[src/rtl/softmax_exp_sched.sv]
// Softmax exp sequencer: loads a vector, time-shares one combinational exp unit,
// buffers the results with their Q16 sum, then streams them out.
module softmax_exp_sched #(
    parameter int N     = 32,
    parameter int IDX_W = $clog2(N),
    parameter int SUM_W = 32 + $clog2(N)
) (
    input  logic             clk,
    input  logic             rst,
    input  logic             start,
    input  logic [IDX_W:0]   cfg_len,
    input  logic             in_valid,
    output logic             in_ready,
    input  logic [16:0]      in_data,
    output logic [16:0]      exp_x,
    input  logic [20:0]      exp_y,
    output logic             out_valid,
    input  logic             out_ready,
    output logic [20:0]      out_exp,
    output logic [IDX_W-1:0] out_idx,
    output logic             out_last,
    output logic [SUM_W-1:0] sum,
    output logic             busy,
    output logic             done,
    output logic             err
);

    typedef enum logic [1:0] {S_IDLE, S_LOAD, S_DRAIN, S_OUT} state_t;

    localparam logic [IDX_W:0]    LEN_MAX = (IDX_W+1)'(N);
    localparam logic [IDX_W:0]    LEN_ONE = (IDX_W+1)'(1);
    localparam logic [IDX_W-1:0]  IDX_ONE = IDX_W'(1);
    localparam logic signed [16:0] SAT_HI = 17'sd40960;
    localparam logic signed [16:0] SAT_LO = -17'sd40960;

    state_t            state_q, state_d;
    logic [IDX_W:0]    len_q, len_d;
    logic [IDX_W:0]    ld_cnt_q, ld_cnt_d;
    logic [16:0]       x_q, x_d;
    logic              v_q, v_d;
    logic [IDX_W-1:0]  wr_idx_q, wr_idx_d;
    logic [SUM_W-1:0]  sum_q, sum_d;
    logic [IDX_W-1:0]  out_idx_q, out_idx_d;
    logic              done_q, done_d;
    logic              err_q, err_d;
    logic [20:0]       mem_q [N];

    logic [IDX_W:0]    len_m1;
    logic              in_hs;
    logic              out_hs;
    logic              last_beat;
    logic              cfg_ok;
    logic [16:0]       x_sat;
    logic [4:0]        pos;
    logic [31:0]       term;

    assign len_m1    = len_q - LEN_ONE;
    assign in_ready  = (state_q == S_LOAD);
    assign out_valid = (state_q == S_OUT);
    assign in_hs     = in_valid && in_ready;
    assign out_hs    = out_valid && out_ready;
    assign last_beat = out_valid && ({1'b0, out_idx_q} == len_m1);
    assign cfg_ok    = (cfg_len != '0) && (cfg_len <= LEN_MAX);

    assign exp_x    = x_q;
    assign out_exp  = mem_q[out_idx_q];
    assign out_idx  = out_idx_q;
    assign out_last = last_beat;
    assign sum      = sum_q;
    assign busy     = (state_q != S_IDLE);
    assign done     = done_q;
    assign err      = err_q;

    // Clamp inputs to +/-10.0 so the exp unit never sees an out-of-range operand.
    always_comb begin
        x_sat = in_data;
        if ($signed(in_data) > SAT_HI) begin
            x_sat = SAT_HI;
        end else if ($signed(in_data) < SAT_LO) begin
            x_sat = SAT_LO;
        end
    end

    always_comb begin
        pos  = (exp_y[20:16] > 5'd16) ? 5'd16 : exp_y[20:16];
        term = {16'h0000, exp_y[15:0]} << pos;
    end

    always_comb begin
        state_d   = state_q;
        len_d     = len_q;
        ld_cnt_d  = ld_cnt_q;
        x_d       = x_q;
        v_d       = 1'b0;
        wr_idx_d  = wr_idx_q;
        sum_d     = sum_q;
        out_idx_d = out_idx_q;
        done_d    = 1'b0;
        err_d     = 1'b0;

        // The exp stage retires one staged operand per cycle, whatever the state.
        if (v_q) begin
            wr_idx_d = wr_idx_q + IDX_ONE;
            sum_d    = sum_q + SUM_W'(term);
        end

        case (state_q)
            S_IDLE: begin
                if (start) begin
                    if (cfg_ok) begin
                        len_d     = cfg_len;
                        ld_cnt_d  = '0;
                        wr_idx_d  = '0;
                        sum_d     = '0;
                        out_idx_d = '0;
                        state_d   = S_LOAD;
                    end else begin
                        err_d = 1'b1;
                    end
                end
            end
            S_LOAD: begin
                if (in_hs) begin
                    x_d      = x_sat;
                    v_d      = 1'b1;
                    ld_cnt_d = ld_cnt_q + LEN_ONE;
                    if (ld_cnt_q == len_m1) begin
                        state_d = S_DRAIN;
                    end
                end
            end
            S_DRAIN: begin
                out_idx_d = '0;
                state_d   = S_OUT;
            end
            S_OUT: begin
                if (out_hs) begin
                    if (last_beat) begin
                        done_d  = 1'b1;
                        state_d = S_IDLE;
                    end else begin
                        out_idx_d = out_idx_q + IDX_ONE;
                    end
                end
            end
            default: state_d = S_IDLE;
        endcase
    end

    always_ff @(posedge clk) begin
        if (rst) begin
            state_q   <= S_IDLE;
            len_q     <= '0;
            ld_cnt_q  <= '0;
            x_q       <= '0;
            v_q       <= 1'b0;
            wr_idx_q  <= '0;
            sum_q     <= '0;
            out_idx_q <= '0;
            done_q    <= 1'b0;
            err_q     <= 1'b0;
        end else begin
            state_q   <= state_d;
            len_q     <= len_d;
            ld_cnt_q  <= ld_cnt_d;
            x_q       <= x_d;
            v_q       <= v_d;
            wr_idx_q  <= wr_idx_d;
            sum_q     <= sum_d;
            out_idx_q <= out_idx_d;
            done_q    <= done_d;
            err_q     <= err_d;
        end
    end

    // Result buffer needs no reset; entries are always written before being read.
    always_ff @(posedge clk) begin
        if (v_q) begin
            mem_q[wr_idx_q] <= exp_y;
        end
    end

endmodule
[config.mk]
export PLATFORM = sky130hd
export DESIGN_NAME = softmax_exp_sched
export DESIGN_NICKNAME = d
export VERILOG_FILES = /design/src/rtl/softmax_exp_sched.sv
export SDC_FILE = /design/constraint.sdc
export NUM_CORES = 1
export LEC_CHECK = 0
export BUFFER_PORTS_ARGS = -buffer_cell sky130_fd_sc_hd__buf_2
export CELL_PAD_IN_SITES_DETAIL_PLACEMENT = 1
export CELL_PAD_IN_SITES_GLOBAL_PLACEMENT = 1
export CORE_MARGIN = 8
export CORE_UTILIZATION = 45
export DETAILED_ROUTE_END_ITERATION = 7
export GPL_TIMING_DRIVEN = 0
export PLACE_DENSITY_LB_ADDON = 0.1
export SYNTH_ARGS = -nofsm -noshare
export SYNTH_HDL_FRONTEND = slang
export SYNTH_SLANG_ARGS = --single-unit
[constraint.sdc]
create_clock -name clk -period 8.6 [get_ports clk]
set_input_delay 1.29 -clock clk [delete_from_list [all_inputs] [get_ports clk]]
set_output_delay 1.29 -clock clk [all_outputs]
set_load 0.05 [all_outputs]
# Yosys cells after proc, flatten, opt, wreduce, memory -nomap -nowiden
# Memory sizes are Yosys's and may differ from the RTL's. A register that Yosys moved wholly into a read port is not among the register bits.
# Index checks and enable logic that the tools add are counted.
# totals
regBits,81
ramBits,672
memories,1
# classes
addsub,5
magnitude_cmp,4
n_eq_ne,12
shifts,1
muxes,34
bitwise,5
n_reduce_logical,17
# memory_table
name,words,width,read_ports,rd_clocked_by_memory_dff,wr,line,text
mem_q,32,21,1,1,1,46,logic [20:0] mem_q [N];
# op_table
op,n
2-to-1 mux 37 bit,4
2-to-1 mux 5 bit,11
adder 37 x 32 -> 37 bit,1
2-to-1 mux 17 bit,2
<< shifter 16 x 5 -> 32 bit,1
2-to-1 mux 6 bit,3
"greater-than comparator 17 bit, second input constant",1
"less-than comparator 17 bit, second input constant",1
case mux 5 bit (3 select lines),1
2-to-1 mux 2 bit,6
case mux 6 bit (2 select lines),1
"adder 5 x 1 -> 5 bit, second input constant",2
"!= test 2 x 1 -> 1 bit, second input constant",4
case mux 2 bit (4 select lines),1
"adder 6 x 1 -> 6 bit, second input constant",1
== test 5 x 6 -> 1 bit,1
== test 6 bit,1
"less-or-equal comparator 6 bit, second input constant",1
"!= test 2 bit, second input constant",3
AND reduction 6 bit,1
nonzero test 6 bit,1
OR reduction 3 bit,2
"subtractor 6 x 1 -> 6 bit, second input constant",1
"greater-than comparator 5 bit, second input constant",1
other kinds (13),26

# Logic depth before layout (Yosys ltp)
# logic_depth
word_depth,8
ltp_mapped,21
depth_no_buf,19

# Least setup slack after synthesis
# OpenSTA, ideal clock, no wires.
# synth_timing
path_type,input-to-reg
startpoint,input exp_y[16]
endpoint,register sum_q[28] (netlist: sum[28])
setup_ns,0.128
t_arrival_ns,4.845
t_required_ns,8.472
path_slack_ns,3.628
cell_stages,19
path_buffers,2
path_cell_list,nor2b_1 -> clkbuf_1 -> buf_2 -> mux2i_1 -> mux2i_1 -> mux2i_1 -> nor2_1 -> a21oi_1 -> nor2_1 -> ha_1 -> and3_1 -> and3_1 -> a2111oi_2 -> o21ai_0 -> a31oi_1 -> o21ai_0 -> xor2_1 -> mux2i_1 -> nor2_1
# synth_between
elab_chain_len,8
# synth_rtl
element,line,text
"start, declared",16,"input logic [20:0] exp_y,"
greater-than comparator 5 bit,85,pos = (exp_y[20:16] > 5'd16) ? 5'd16 : exp_y[20:16];
2-to-1 mux 5 bit (*),85,
<< shifter 16 x 5 -> 32 bit (*),86,"term = {16'h0000, exp_y[15:0]} << pos;"
adder 37 x 32 -> 37 bit (*),104,sum_d = sum_q + SUM_W'(term);
2-to-1 mux 37 bit (*),102,if (v_q) begin
2-to-1 mux 37 bit,110,if (cfg_ok) begin
2-to-1 mux 37 bit,109,if (start) begin
2-to-1 mux 37 bit (*),107,case (state_q)
"end signal, assigned",169,sum_q <= sum_d;
"end, declared",42,"logic [SUM_W-1:0] sum_q, sum_d;"
# Mark *: on every way between the ends. The rest lies on a longest branch, timed or not.
# A chain may end at the register's enable or synchronous reset.

# Worst setup path in the final report
# Same ends and word-level chain as after synthesis.

==> summary.md <==
| Metric | Value |
|---|---|
| Max Clk Rate | `161.8 MHz` |
| Core Area | `69910 sq um` |
| Unique masters post-synth | `61` |
| Slew HR | `0.1527` |
| Synth Cell Area | `31720 sq um` |
| FF+latch count, synth | `758` |
| Reg2reg path depth | `6` |
| Largest net degree at the start of global routing | `39` |
| GR Overflow Total | `0` |
| Synth Area in Compound Gates | `0.04011` |
| Biggest area consumer among synthesized cells | `edfxtp_1` |
| Async set-or-reset flop fraction in the synthesized netlist | `0` |
| DPL Wire Length | `57100 um` |
| Main area contributors after synthesis | `edfxtp_1 (64%), mux4_2 (15%), dfxtp_1 (5.4%), mux2i_1 (1.9%), ha_1 (1.8%)` |
| CP arrival | `6.65 ns` |
| Status | `complete, no violations` |
| Number of max-cap violations | `0` |
| Post-synth top cells | `edfxtp_1 (672), mux4_2 (210), nor2_1 (126)` |
| Final worst path period need | `6.179 ns` |
| Clock Root Buffer | `clkbuf_16` |
| Vias in the first global route | `18.85k` |
| H-tree level count | `3` |
| Net count of the mapped netlist | `1871` |
| Adder-Cell Fraction of Synth Area | `0.01838` |
| Peak VDD IR | `134.0 uV` |
| Num ports | `135` |
| Yosys Warn Count | `0` |
| Sequential element share of the synthesized area | `0.6904` |
| GRT Util Overall | `0.2192` |
| Core Util, Final | `0.5233` |
| TritonCTS clock tree | `yes` |
| TritonCTS Sinks | `758` |
| Syn Inst Count | `1776` |
| Final worst-path cycle share | `0.7185` |
| Synth Area in Simple Gates | `0.04402` |
| Largest family of logic cells by synthesized area | `multiplexers` |
| EDFF count, synth | `672` |
| Slowest stage cell, crit path | `a2111oi_2` |
| Post-route ant nets | `0` |
| Worst Max-Slew Pin Slew | `1.271 ns` |
| Post-CTS Resized | `0` |
| # setup viols final | `0` |
| CTS clock-pin slew for the worst setup and hold paths | `0.06 ns` |
| Pwr/cell area | `219.6 nW/um^2` |
| WL/cell | `28.79 um` |
| Setup_tns | `0 ns` |
| Hold_buf cts | `0` |
| RSZ-0062 raised after global routing | `no` |
| Via count | `17.58k` |
| Cell mode on critical path | `mux2i_1` |
| Postcts setup bufs | `0` |
| Critical path's top delay family | `compound AO/OA/AOI/OAI gates` |
| Max incr delay on CP | `0.59 ns` |
| Share of layout cells above drive strength 1 | `0.2678` |
| Count leader, synth | `edfxtp_1` |
| Crit Path Class | `in2reg` |
| Final #Nets | `2114` |
| Syn avg cell area | `17.86 sq um` |
| Setup crit end kind | `flop` |
| Post-Synth XOR/XNOR Area | `0.01546` |
| WL final | `86900 um` |
| Port buffer count | `133` |
| DIE AREA | `79250 sq um` |
| Critical path depth | `20` |
| Initial core utilization | `0.4538` |
| DRC viols | `0` |
| Crit start category | `primary input` |
| Chip Height | `281.5 um` |
| Static leakage | `11.95 nW` |
| Ys flop type | `edfxtp_1` |
| Max Clock Skew | `0.02209 ns` |
| DRT iter0 DRCs | `1241` |
| Placer Congestion | `0.8522` |
| Final hold slack | `0.4918 ns` |
| Slew Viols, Final | `0` |
| Endpoints failing hold | `0` |
| Clock Latency Late Sink | `0.62 ns` |
| DRT Pass-1 Iters | `7` |
| Area growth syn-to-layout | `15.33%` |
| Hold Path Class | `reg2reg` |
| Mux cell area share after synthesis | `0.1762` |
| Total Power | `0.008035 W` |
| Core Rows | `97` |
| Worst path cell trace | `buf_2 -> nor2b_1 -> clkbuf_1 -> buf_2 -> mux2i_1 -> mux2i_1 -> mux2i_1 -> nor2_1 -> a21oi_1 -> nor2_1 -> ha_1 -> and3_1 -> and3_1 -> a2111oi_2 -> o21ai_0 -> a31oi_1 -> o21ai_0 -> xor2_1 -> mux2i_1 -> nor2_1` |
| Crit path max fanout | `35` |
| Worst EP required | `9.07 ns` |
| CTS max path bufs | `3` |
| Die Wd | `281.5 um` |
| Hold path depth | `2` |
| Top cell type's share of synthesized area | `0.6361` |
| Antenna violations before repair | `4` |
| Via-to-Cell Ratio | `5.825` |
| CTS Buf Count | `81` |
| Buffers and inverters on the worst path | `3` |
| First-pass GRT wire length | `126600 um` |
cell type report:
class                   count  area [sq um]
fillers                  6535         33320
flip-flops and latches    758         21900
multi-input cells         896          9544
clock buffers             102          2147
well taps                 940          1176
repair buffers            160         989.7
plain buffers              98         400.4
clock inverters            38         331.6
inverters                  24         90.09
diodes                      2         5.005
final timing paths:
kind	endpoint	from	slack, ns
min reg2reg	exp_x[16]	exp_x[16]	0.49
max reg2reg	mem_q[10][7]	v_q	5.20
max	sum[28]	exp_y[16]	2.42
min	exp_x[16]	exp_x[16]	0.49
worst register-to-register path, delay by kind of cell (launching register included):
family | cells | cell delay, ns
buf+inv | 4 | 1.48
flops | 1 | 0.31
simple gates | 2 | 1.33
placed cells by master (no fill, tap or decap), drive strengths merged, types with 26 or more instances in the layout:
master	Yosys	layout
edfxtp	672	672
mux4	210	210
buf	27	187
clkbuf	71	173
nor2	127	127
dfxtp	86	86
nand2	71	71
mux2i	60	60
a21oi	52	52
ha	45	45
o21ai	36	36
xor2	30	30
clkinv	2	30
nor3	29	29
a21o	27	27
xnor2	26	26
inv	22	26
routing by layer:
layer,GRT usage,wire length [um],share of wire,up-vias
met5,0,26,0.00030,-
met4,0.07082,2444,0.028,4
met3,0.03938,4332,0.050,112
met2,0.3729,43400,0.50,477
met1,0.2855,36690,0.42,9348
li1,-,-,-,7639
through the flow:
step / cells / setup slack (ns) / instance area, sq um
2_1_floorplan: 1776 / 3.628 / 31720
3_3_place_gp: 2849 / 1.961 / 33560
3_5_place_dp: 2876 / 1.846 / 34100
4_1_cts: 3016 / 2.470 / 36580
5_1_grt: 3016 / 2.021 / 36580
6_report: 3018 / 2.421 / 36590
cell families (layout without fill, tap and decap cells):
family / after synthesis / after routing
DFF: 758 / 758
and+or+nand+nor: 308 / 308
muxes: 293 / 293
AOI/OAI and AO/OA: 193 / 193
buffers and inverters: 122 / 422
xor gates and xnor gates: 56 / 56
adders and majority gates: 46 / 46
other: 0 / 2
state kept, by name, summed over array words and instances (netlist names), named ones only:
| signal | flops |
|---|---|
| done | 1 |
| err | 1 |
| exp_x | 17 |
| ld_cnt_q | 6 |
| len_q | 6 |
| mem_q | 672 |
| out_idx | 5 |
| state_q | 2 |
| sum | 37 |
| v_q | 1 |
| wr_idx_q | 5 |
power by group:
group	total [W]	switching [W]	leakage [nW]	internal, W
Combinational	0.000654	0.000459	4.00	0.000195
Sequential	0.00406	0.0000226	6.73	0.00404
Clock	0.00332	0.00141	1.21	0.00191
Note: power is estimated with default switching activity, not from simulation.
